`src/rtl/mac_seq_if.sv`:
```
// rtl/mac_seq_if.sv - start/operand/result handshake bundle for mac_seq
interface mac_seq_if #(
  parameter int bw      = 4,
  parameter int psum_bw = 16,
  parameter int len_bw  = 8
);
  logic               start;
  logic [len_bw-1:0]  start_len;
  logic [psum_bw-1:0] start_bias;
  logic               in_valid;
  logic               in_ready;
  logic [bw-1:0]      in_a;
  logic [bw-1:0]      in_b;
  logic               out_valid;
  logic               out_ready;
  logic [psum_bw-1:0] out_psum;
  logic               busy;
  logic [len_bw-1:0]  remaining;

  modport master (
    output start, start_len, start_bias, in_valid, in_a, in_b, out_ready,
    input  in_ready, out_valid, out_psum, busy, remaining
  );

  modport slave (
    input  start, start_len, start_bias, in_valid, in_a, in_b, out_ready,
    output in_ready, out_valid, out_psum, busy, remaining
  );
endinterface

```
`src/rtl/mac_seq.sv`:
```
// rtl/mac_seq.sv - sequential dot-product engine: unsigned activations times signed weights plus bias
module mac_seq #(
  parameter int bw      = 4,
  parameter int psum_bw = 16,
  parameter int len_bw  = 8
) (
  input  logic     clk,
  input  logic     reset,
  mac_seq_if.slave bus
);

  typedef enum logic [1:0] {IDLE = 2'd0, ACC = 2'd1, HOLD = 2'd2} state_t;

  state_t             state_q, state_d;
  logic [psum_bw-1:0] acc_q, acc_d;
  logic [len_bw-1:0]  rem_q, rem_d;

  logic [psum_bw-1:0] a_ext, b_ext, product;
  logic               xfer;

  // Both operands widened to psum_bw first; the truncated product is exact modulo 2^psum_bw.
  always_comb begin
    a_ext   = {{(psum_bw-bw){1'b0}}, bus.in_a};
    b_ext   = {{(psum_bw-bw){bus.in_b[bw-1]}}, bus.in_b};
    product = a_ext * b_ext;
    xfer    = (state_q == ACC) && bus.in_valid;
  end

  always_ff @(posedge clk or posedge reset) begin
    if (reset) begin
      state_q <= IDLE;
      acc_q   <= '0;
      rem_q   <= '0;
    end else begin
      state_q <= state_d;
      acc_q   <= acc_d;
      rem_q   <= rem_d;
    end
  end

  always_comb begin
    state_d = state_q;
    acc_d   = acc_q;
    rem_d   = rem_q;
    case (state_q)
      IDLE: begin
        if (bus.start) begin
          acc_d   = bus.start_bias;
          rem_d   = bus.start_len;
          state_d = (bus.start_len != '0) ? ACC : HOLD;
        end
      end
      ACC: begin
        if (xfer) begin
          acc_d = acc_q + product;
          rem_d = rem_q - 1'b1;
          if (rem_q == len_bw'(1)) state_d = HOLD;
        end
      end
      HOLD: begin
        if (bus.out_ready) state_d = IDLE;
      end
      default: state_d = IDLE;
    endcase
  end

  always_comb begin
    bus.in_ready  = (state_q == ACC);
    bus.out_valid = (state_q == HOLD);
    bus.busy      = (state_q != IDLE);
    bus.out_psum  = acc_q;
    bus.remaining = rem_q;
  end

endmodule

```
`src/flat_wrapper.sv`:
```
// flat-port wrapper written by rule: the top's interface ports become plain ports
module mac_seq_flat 
#(
  parameter int bw      = 4,
  parameter int psum_bw = 16,
  parameter int len_bw  = 8
)
  (clk, reset, bus_start, bus_start_len, bus_start_bias, bus_in_valid, bus_in_a, bus_in_b, bus_out_ready, bus_in_ready, bus_out_valid, bus_out_psum, bus_busy, bus_remaining);
  mac_seq_if #(.bw(bw), .psum_bw(psum_bw), .len_bw(len_bw)) bus_i ();
  input  logic clk;
  input  logic reset;
  input wire logic [$bits(bus_i.start)-1:0] bus_start;
  input wire logic [$bits(bus_i.start_len)-1:0] bus_start_len;
  input wire logic [$bits(bus_i.start_bias)-1:0] bus_start_bias;
  input wire logic [$bits(bus_i.in_valid)-1:0] bus_in_valid;
  input wire logic [$bits(bus_i.in_a)-1:0] bus_in_a;
  input wire logic [$bits(bus_i.in_b)-1:0] bus_in_b;
  input wire logic [$bits(bus_i.out_ready)-1:0] bus_out_ready;
  output wire logic [$bits(bus_i.in_ready)-1:0] bus_in_ready;
  output wire logic [$bits(bus_i.out_valid)-1:0] bus_out_valid;
  output wire logic [$bits(bus_i.out_psum)-1:0] bus_out_psum;
  output wire logic [$bits(bus_i.busy)-1:0] bus_busy;
  output wire logic [$bits(bus_i.remaining)-1:0] bus_remaining;
  assign bus_i.start = bus_start;
  assign bus_i.start_len = bus_start_len;
  assign bus_i.start_bias = bus_start_bias;
  assign bus_i.in_valid = bus_in_valid;
  assign bus_i.in_a = bus_in_a;
  assign bus_i.in_b = bus_in_b;
  assign bus_i.out_ready = bus_out_ready;
  assign bus_in_ready = bus_i.in_ready;
  assign bus_out_valid = bus_i.out_valid;
  assign bus_out_psum = bus_i.out_psum;
  assign bus_busy = bus_i.busy;
  assign bus_remaining = bus_i.remaining;
  mac_seq #(.bw(bw), .psum_bw(psum_bw), .len_bw(len_bw)) u_core (.clk(clk), .reset(reset), .bus(bus_i));
endmodule
```
`config.mk`:
```
export PLATFORM = sky130hd
export DESIGN_NAME = mac_seq_flat
export DESIGN_NICKNAME = d
export VERILOG_FILES = /design/src/rtl/mac_seq_if.sv /design/src/rtl/mac_seq.sv /design/src/flat_wrapper.sv
export SDC_FILE = /design/constraint.sdc
export NUM_CORES = 1
export LEC_CHECK = 0
export BUFFER_PORTS_ARGS = -buffer_cell sky130_fd_sc_hd__buf_2
export CAP_MARGIN = 20
export CORE_ASPECT_RATIO = 0.75
export CORE_MARGIN = 2
export CORE_UTILIZATION = 49
export DETAILED_ROUTE_END_ITERATION = 8
export PLACE_DENSITY = 0.85
export SLEW_MARGIN = 5
export SYNTH_ARGS = -nofsm -noshare
export SYNTH_HDL_FRONTEND = slang
export SYNTH_SLANG_ARGS = --single-unit
```
`constraint.sdc`:
```
create_clock -name clk -period 2.5 [get_ports clk]
set_input_delay 0.25 -clock clk [delete_from_list [all_inputs] [get_ports clk]]
set_output_delay 0.25 -clock clk [all_outputs]
set_load 0.01 [all_outputs]
```
### Word-level counts from Yosys, hierarchy flattened

Cells that the tools add are included.

| word-level totals | value |
|---|---|
| register bits | 26 |
| bits of input ports | 37 |

| cells by class | value |
|---|---|
| add/subtract/negate cells | 2 |
| multipliers | 1 |
| equality and inequality tests | 7 |
| mux-type cells | 12 |
| reductions and logical operators | 7 |

Operator list:

| kind | number |
|---|---|
| 16-bit 2-to-1 mux | 2 |
| 16-bit case mux with 2 select lines | 1 |
| 16-bit adder | 1 |
| 8-bit 2-to-1 mux | 2 |
| 8-bit case mux with 2 select lines | 1 |
| 2-bit 2-to-1 mux | 5 |
| 5-bit by 4-bit multiplier with 9-bit output | 1 |
| 8-bit by 1-bit equality test with 1-bit output, second input constant | 1 |
| 8-bit nonzero test | 1 |
| 8-bit by 1-bit subtractor with 8-bit output, second input constant | 1 |
| 2-bit case mux with 3 select lines | 1 |
| 2-bit by 1-bit != test with 1-bit output, second input constant | 2 |
| 2-bit != test, second input constant | 2 |
| 4-bit AND reduction | 1 |
| 2-bit nonzero test | 2 |
| 3-bit AND reduction | 1 |
| 2-bit by 1-bit equality test with 1-bit output, second input constant | 1 |
| 2-bit equality test, second input constant | 1 |
| 2-bit logical NOT | 1 |
| 1-bit logical AND | 1 |

### Depth between registers and ports, before layout

Gate-level depths: netlist of the first run.

| depth | value |
|---|---|
| depth after elaboration | 4 |
| gate-level depth with buffers | 21 |

### Worst setup path after synthesis of the first run

Ideal clock, no wire load.

| timing path | value |
|---|---|
| kind | input -> register |
| from | input port bus_in_a[0] |
| to | register u_core.acc_q[15], in the netlist u_core.bus.out_psum[15] |
| arrival time | 4.364 ns |
| required time | 2.399 ns |
| setup slack | -1.964 ns |
| stages on the path | 17 |
| path through | nand2b_1 fa_1 fa_1 fa_1 inv_1 ha_1 a21o_1 a21oi_2 nand4b_1 nand3_1 ha_1 a21o_1 a21o_1 a21o_1 o21a_1 o21a_1 nor4_1 |

| between the ends | value |
|---|---|
| cells in the longest elaborated chain, start to end | 4 |

Ends and longest elaborated chain:

| item | line | text |
|---|---|---|
| from (decl) | flat_wrapper.sv:16 | `input wire logic [$bits(bus_i.in_a)-1:0] bus_in_a;` |
| 5-bit by 4-bit multiplier with 9-bit output | mac_seq.sv:25 | `product = a_ext * b_ext;` |
| 16-bit adder | mac_seq.sv:55 | `acc_d = acc_q + product;` |
| 16-bit 2-to-1 mux | mac_seq.sv:54 | `if (xfer) begin` |
| 16-bit case mux with 2 select lines | mac_seq.sv:45 | `case (state_q)` |
| to (signal assigned) | mac_seq.sv:32 | `acc_q <= '0;` |
| to (signal assigned) | mac_seq.sv:36 | `acc_q <= acc_d;` |
| to (decl) | mac_seq.sv:15 | `logic [psum_bw-1:0] acc_q, acc_d;` |

Every way passes these cells. The select of a mux whose other input is x is not followed.
A chain may end at the register's enable or synchronous reset.

### Worst setup path after layout of the first run

| timing path | value |
|---|---|
| from | input port bus_in_a[0] |
| to | register u_core.acc_q[12], in the netlist u_core.bus.out_psum[12] |

The elaborated chain is that of the path after synthesis.

==> metrics.md, run 1 <==
| Metric | Value |
|---|---|
| Synthesized-area fraction occupied by and/or/nand/nor cells | 0.190 |
| Synth area leaders | dfrtp_1 25%, ha_1 17%, a21oi_1 5.5% |
| Failing checks | hold timing, setup timing |
| Num CTS Buffers | 3 |
| Total power draw | 6.20 mW |
| Post-synth top area share | 0.254 |
| Register area share after synthesis | 0.254 |
| Row count | 22 |
| Largest family of logic cells by synthesized area | compound AO/OA/AOI/OAI gates |
| Leakage | 1.99 nW |
| Hold_buf cts | 0 |
| Post-synthesis adder-cell area fraction | 0.217 |
| Final antenna diode count | 0 |
| Port-buffer cells | 63 |
| Die area | 5840 sq um |
| Xor/xnor share of the synthesized area | 0.0478 |
| DRT iter0 DRCs | about 280 |
| CP Capture Type | flop |
| Final Skew | 0.0122 ns |
| GR Overflow Total | 0 |
| Tcrit/Tclk final | 1.74 |
| # nets final | 523 |
| Via density | 6.29 |
| Post-Synthesis Cells | 313 |
| Width of the die | 87.6 microns |
| Crit-path max FO | 3 |
| Most frequent cells in the layout | 60 x buf_4, 59 x buf_2, 29 x nand2_1 |
| Worst Max-Slew Pin Slew | 0.617 ns |
| RSZ-0062 raised after global routing | yes |
| Synth cell types | 43 |
| Share of cells above drive strength 1 | 0.477 |
| Hold Path Class | in2async |
| Pre-antenna DRT Iters | 5 |
| Reg clk slew, reported paths | roughly 0.11 ns |
| Mapped Avg Cell Area | 8.20 sq um |
| Dominant cell type by area after synthesis | dfrtp_1 |
| Min cycle time layout | around 4.4 ns |
| Outcome | finished, violations left |
| Final core occ | 0.823 |
| Final hold vios | 13 |
| Max Slew Vio Count | 0 |
| Final setup viols | 13 |
| Pwr dens | 1510 nW/um^2 |
| Multiplexer area fraction after synthesis | 0.00390 |
| Crit start category | primary input |
| Vias in the first global route | 2971 |
| Most common cell after layout, fill and taps aside | buf_4 |
| Initial antenna violation count | 0 |
| H-Tree Depth | 1 |
| Critical Path RT | 2.67 ns |
| DRT Wirelength | 11100 microns |
| IO Pins | 64 |
| Maximum clock path buffer count | 2 |
| Slew HR | 0.588 |
| Synthesized area | 2570 sq um |
| Fmax | 0.230 GHz |
| Height of the chip | roughly 67 microns |
| TritonCTS Sinks | 26 |
| CTS tree | done |
| Syn nets | 391 |
| Starting Density | 0.515 |
| Clock Tree Root | clkbuf_8 |
| Start point of the critical path | bus_in_a[0] |
| CP arrival | approximately 4.5 ns |
| Synth Area in Compound Gates | 0.235 |
| Core Area | 4980 sq um |
| Routed length per instance | ~21 microns |
| Syn-to-layout area delta | 59.7% |
| Crit Path Class | in2reg |
| Antenna-violating nets left | 0 |
| Max Cap Viol | 0 |
| GRT Overall Usage | 0.323 |
| Final worst setup slack | -1.85 ns |
| Yosys reg bits | 26 |
| DRC violations left | 0 |
| Max incr delay on CP | around 0.52 ns |
| Slowest-stage cell, CP | fa_1 |
| Maximum number of pins on one net before global-route repair | 27 |
| RR Startpoint | u_core.bus.out_psum[0]$_DFFE_PP0P_ |
| Clk Latency, worst-skew pair | 0.30 ns |
| First-pass GRT wire length | 14400 microns |
| HPWL after DPL | 5580 microns |
| Placer Congestion | 0.923 |
| YS warnings | 0 |
| Crit path cell chain | buf_6 > nand2b_4 > fa_1 > fa_1 > fa_2 > inv_2 > ha_4 > inv_2 > fa_2 > inv_2 > a21o_1 > a21oi_2 > xnor2_1 > ha_1 > a21o_1 > a211oi_2 > a211oi_2 > a211oi_2 > xor2_1 > a311oi_2 |
| WHS | -0.00408 ns |
| Worst VDD drop | 756 uV |
| Total number of vias | 3245 |
==> layer usage <==
metal / global-route usage / vias to the layer above / share of wire
met5: 0 / - / 0
met4: 0.160 / 0 / 0.056
met3: 0.0706 / 73 / 0.11
met2: 0.540 / 264 / 0.44
met1: 0.392 / 1533 / 0.39
li1: - / 1375 / -
==> Yosys cell counts, drive strengths merged <==
cell type,count
a2111o,1
a211oi,4
a21o,10
a21oi,30
a221o,1
a311o,1
a311oi,1
a31oi,4
and2,7
and3,3
buf,3
clkbuf,8
clkinv,1
dfrtp,26
fa,6
ha,35
inv,22
mux2i,1
nand2,35
nand2b,8
nand3,6
nand3b,2
nand4,3
nand4b,1
nor2,18
nor2b,1
nor3,7
nor3b,1
nor4,4
o211a,1
o21a,3
o21ai,25
o22ai,13
o31ai,3
or2,1
or3,3
xnor2,8
xor2,6
==> cell type report <==
type,instances,area (sq um)
fill,262,883
inverter,23,86.3
clock inverter,1,30.0
tap,72,90.1
sequential,26,651
clock buffer,3,41.3
timing repair buffer,138,968
multi-input combinational,253,2230
==> path summary, 6_finish.rpt <==
| path | to | slack (ns) | cells past startpoint |
|---|---|---|---|
| worst max register to register | u_core.bus.out_psum[12]$_DFFE_PP0P_ | -0.25 | 9 |
| worst max-delay path | u_core.bus.out_psum[12]$_DFFE_PP0P_ | -1.85 | 20 |
| min in group clk | u_core.bus.out_psum[0]$_DFFE_PP0P_ | 0.20 | 3 |
| max in group asynchronous | u_core.bus.out_psum[14]$_DFFE_PP0P_ | 2.23 | 3 |
| worst min-delay path | u_core.bus.remaining[2]$_DFFE_PP0P_ | -0.004 | 3 |
| worst min register to register | u_core.bus.out_psum[2]$_DFFE_PP0P_ | 0.53 | 2 |
==> report_power, final <==
group	internal, mW	switching, mW
combinational	2.35	2.53
sequential	0.642	0.293
clock	0.215	0.171
total	3.21	2.99
==> sequential cells by signal, indices dropped and copies added (netlist names) <==
signal                flops
u_core.bus.out_psum      16
u_core.bus.remaining      8
u_core.state_q            2
==> timing repair <==
action | CTS | global route
gates resized for setup | 50 | 42
pin swaps | 38 | 38
endpoints found under the hold margin | 0 | 0
buffers inserted | 10 | 13
setup endpoints to repair | 13 | 13
==> critical path: cells and delay by family <==
kind | cells | cell delay [ns]
xor gates and xnor gates | 2 | 0.35
buffers and inverters | 4 | 0.30
adders and majority gates | 6 | 2.28
and+or+nand+nor | 1 | 0.13
AOI/OAI and AO/OA | 7 | 1.19
==> logic make-up (layout without fill, tap and decap cells) <==
logic type / count (synthesis) / after routing
and+or+nand+nor: 100 / 100
AOI/OAI and AO/OA: 97 / 97
adders and majority gates: 41 / 41
buffers and inverters: 34 / 165
DFF: 26 / 26
xor gates and xnor gates: 14 / 14
muxes: 1 / 1
==> stage by stage <==
step | hold WS (ns) | cells | cell area [sq um] | TNS (ns) | setup WS (ns)
after floorplan | 0.290 | 313 | 2630 | -16.48 | -1.64
after global placement | 0.322 | 492 | 3400 | -19.53 | -1.82
after detailed placement | 0.338 | 492 | 3400 | -21.18 | -2.04
after CTS | 0.0208 | 506 | 3790 | -16.62 | -1.66
after global routing | 0.0368 | 516 | 4100 | -20.90 | -1.95
final | -0.00408 | 516 | 4100 | -19.76 | -1.85
Power figures use the tool's default switching activity.
==> run 2: changes to the inputs <==
--- a/config.mk
+++ b/config.mk
@@ -5,13 +5,14 @@
 export SDC_FILE = /design/constraint.sdc
 export NUM_CORES = 1
 export LEC_CHECK = 0
+export ABC_AREA = 1
 export BUFFER_PORTS_ARGS = -buffer_cell sky130_fd_sc_hd__buf_2
 export CAP_MARGIN = 20
 export CORE_ASPECT_RATIO = 0.75
 export CORE_MARGIN = 2
-export CORE_UTILIZATION = 49
+export CORE_UTILIZATION = 50
 export DETAILED_ROUTE_END_ITERATION = 8
-export PLACE_DENSITY = 0.85
+export PLACE_DENSITY = 0.86
 export SLEW_MARGIN = 5
 export SYNTH_ARGS = -nofsm -noshare
 export SYNTH_HDL_FRONTEND = slang
==> run 2 against run 1 <==
Effect of this change:
- the flow still finishes with violations (hold timing, setup timing)
- sequential cell count did not move
- non-clock buffer count decreased by 35
- combinational power decreased by 24%
- routed wire length down 24%
- sequential power is 2.1% lower
- register-to-register slack improved by 0.72 ns
- final area is 5.7% lower
- total power fell by 19%
- highest routed layer unchanged
- global-route usage shrank 5.8 points
- clock skew shrank 0.0085 ns
- via count decreased by 6.2%
==> metrics.md, run 2 <==
| Metric | Value |
|---|---|
| Worst VDD drop | ~690 uV |
| P_sw | 2.57 mW |
| Sw Ratio | 0.511 |
| Critical Path RT | around 2.7 ns |
| Failing checks | hold timing, setup timing |
| Final antenna diode count | 0 |
| Num CTS Buffers | 3 |
| H-Tree Depth | 1 |
| Routed length per instance | between 10 and 15 microns |
| Design Area, Final | 3860 sq um |
| Final Skew | 0.00369 ns |
| TritonCTS Sinks | 26 |
| Total power draw | between 5 and 6 mW |
| Clock share of power | 0.075 |
| Dominant cell type by area after synthesis | dfrtp_1 |
| Post-synth top area share | 0.229 |
| Multiplexer area fraction after synthesis | 0 |
| Post-synthesis async set-or-reset flop share | 1.00 |
| Maximum number of pins on one net before global-route repair | 32 |
| Inst Count DP | 579 |
| Total number of vias | around 3000 |
| Placed cell area | 3520 sq um |
| Yosys reg bits | 26 |
| Syn nets | between 400 and 500 |
| Max Slew Vio Count | 0 |
| Port-buffer cells | 63 |
| WHS | -0.000435 ns |
| Maximum clock path buffer count | 2 |
| Ys flop type | dfrtp_1 |
| HPWL after DPL | 5930 microns |
| Clk Latency, worst-skew pair | 0.29 ns |
| CP arrival | 4.19 ns |
| Starting Density | 0.525 |
| Place WS | -1.83 ns |
| Hold_buf cts | 0 |
| Die area | 6300 sq um |
| Pre-antenna DRT Iters | 5 |
| Row count | 23 |
| Worst Max-Slew Pin Slew | a little under 0.4 ns |
| Top Usage Layer GRT | met2 |
| Synth area leaders | dfrtp_1 23%, ha_1 15%, nand2_1 15% |
| DRC violations left | 0 |
| GRT Overall Usage | 0.265 |
| Clock Tree Root | clkbuf_8 |
| Synth cell types | 34 |
| Post-synthesis adder-cell area fraction | 0.197 |
| Crit-path max FO | 4 |
| Reg power frac | 0.182 |
| Final setup viols | 13 |
| DRT iter0 DRCs | 167 |
| Pwr dens | 1300 nW/um^2 |
| GR Util met1 | 0.344 |
| IO Pins | 64 |
| Register area share after synthesis | 0.229 |
| Most frequent cell after synthesis | nand2_1 |
| Final hold vios | 2 |
| Width of the die | a little over 90 microns |
| Synthesized area | 2840 sq um |
| Post-synth EDFFs | 0 |
| Non-filler cells, final | 586 |
| Core Area | around 5400 sq um |
| Initial antenna violation count | 0 |
| Leakage | around 2.1 nW |
| Final worst setup slack | -1.50 ns |
| Synth Area in Compound Gates | 0.140 |
| # nets final | a little under 600 |
| Antenna-violating nets left | 0 |
| Height of the chip | 69.3 microns |
| Max Cap Viol | 0 |
| Fmax | between 0.2 and 0.3 GHz |
| Reg clk slew, reported paths | 0.11 ns |
| Post-Synthesis Cells | 413 |
| Comb pwr share | 0.743 |
| Most common cell after layout, fill and taps aside | nand2_1 |
| First-pass GRT wire length | ~14000 microns |
| Crit Path Class | in2reg |
| Outcome | finished, violations left |
| Met3 usage | 0.0489 |
| Post-synth top cells | 110 x nand2_1, 59 x inv_1, 50 x nor2_1 |
| Crit start category | primary input |
| Max reg flops | 16 |
| RSZ-0062 raised after global routing | yes |
| GR Overflow Total | 0 |
| Mapped Avg Cell Area | 6.87 sq um |
| CTS tree | done |
| CP Capture Type | flop |
| Placer Congestion | 0.957 |
| GR Util met2 | 0.444 |
| Synthesized-area fraction occupied by and/or/nand/nor cells | 0.290 |
| Most frequent cells in the layout | 97 x nand2_1, 61 x buf_2, 53 x inv_1 |
| Share of cells above drive strength 1 | 0.354 |
| DRT Wirelength | ~8400 microns |
| YS warnings | 0 |
| Vias in the first global route | 2988 |
| Xor/xnor share of the synthesized area | 0.0370 |
| Internal power | 2.46 mW |
| Syn-to-layout area delta | 36.1% |
| Slew HR | 0.736 |
| Min cycle time layout | 4.00 ns |
| Tcrit/Tclk final | 1.60 |
| Via density | 5.20 |
| Largest family of logic cells by synthesized area | simple AND/OR/NAND/NOR gates |
| Hold Path Class | in2async |
[run 2: changes by cell type after synthesis, sizes merged, moves of 7 or more]
cell	before	now
a21oi	30	18
o22ai	13	5
o21ai	25	32
nor2	18	50
inv	22	63
nand2	35	112
nand3	6	24
a21o	10	1
nand2b	8	0
[run 2: worst max-delay path: stages]
cell	delay [ns]
buf_6	0.09
or2_4	0.24
fa_1	0.48
fa_1	0.51
fa_1	0.42
inv_2	0.08
ha_4	0.14
inv_2	0.04
fa_2	0.34
o21ai_2	0.14
a21oi_2	0.07
xnor2_1	0.13
ha_1	0.36
nand2_1	0.11
inv_2	0.05
nand2_1	0.07
nand3_2	0.10
a21oi_2	0.19
nand2_2	0.08
nand2_1	0.06
nand2_1	0.05
o21ai_1	0.12
nand2_1	0.05
[run 2: layer usage]
metal	routed length, microns	share of wire	vias up
met1	3660	0.44	1399
li1	-	-	1516
met3	607	0.072	13
met4	111	0.013	0
met5	0	0	-
met2	4000	0.48	117
[run 2: final cells by class]
| class | instances | area (sq um) |
|---|---|---|
| inverter | 63 | 241 |
| sequential | 26 | 651 |
| fill | 450 | 1550 |
| timing repair buffer | 103 | 639 |
| multi-input combinational | 315 | 2170 |
| clock buffer | 3 | 41.3 |
| tap | 75 | 93.8 |
| clock inverter | 1 | 30.0 |
[run 2: logic make-up after synthesis]
| family | after synthesis |
|---|---|
| AOI/OAI and AO/OA | 63 |
| xor gates and xnor gates | 12 |
| adders and majority gates | 41 |
| buffers and inverters | 72 |
| DFF | 26 |
| and+or+nand+nor | 199 |
[run 2: path summary, 6_finish.rpt]
path	start	endpoint	slack (ns)	cells after the start
worst max-delay path	bus_in_a[0]	u_core.bus.out_psum[13]$_DFFE_PP0P_	-1.50	23
worst min-delay path	reset	u_core.bus.remaining[3]$_DFFE_PP0P_	-0.0004	3
worst max register to register	u_core.bus.out_psum[0]$_DFFE_PP0P_	u_core.bus.out_psum[6]$_DFFE_PP0P_	0.47	10
worst min register to register	u_core.state_q[1]$_DFFE_PP0P_	u_core.state_q[1]$_DFFE_PP0P_	0.48	1
max in group asynchronous	reset	u_core.bus.out_psum[5]$_DFFE_PP0P_	2.23	3
min in group clk	bus_start_len[5]	u_core.bus.remaining[5]$_DFFE_PP0P_	0.23	3
[run 2: power by group through the flow]
stage / Combinational (mW) / Sequential [mW] / Clock (mW)
floorplan: 2.22 / 0.918 / 0
global placement: 3.15 / 0.876 / 0
detailed placement: 3.25 / 0.880 / 0
CTS: 3.53 / 0.890 / 0.384
global route: 4.13 / 0.941 / 0.400
finish: 3.73 / 0.914 / 0.378
[run 2: metrics by stage]
step | TNS, ns | utilization
floorplan | -15.86 | -
global placement | -19.20 | 0.650
detailed placement | -20.46 | 0.650
CTS | -15.03 | 0.698
global route | -17.48 | 0.714
finish | -15.93 | 0.714
[run 2: timing repair]
action | in CTS | in global routing
setup endpoints to repair | 13 | 13
gates resized for setup | 39 | 16
pin swaps | 14 | 14
setup buffers | 2 | 2
cloned | 0 | 0
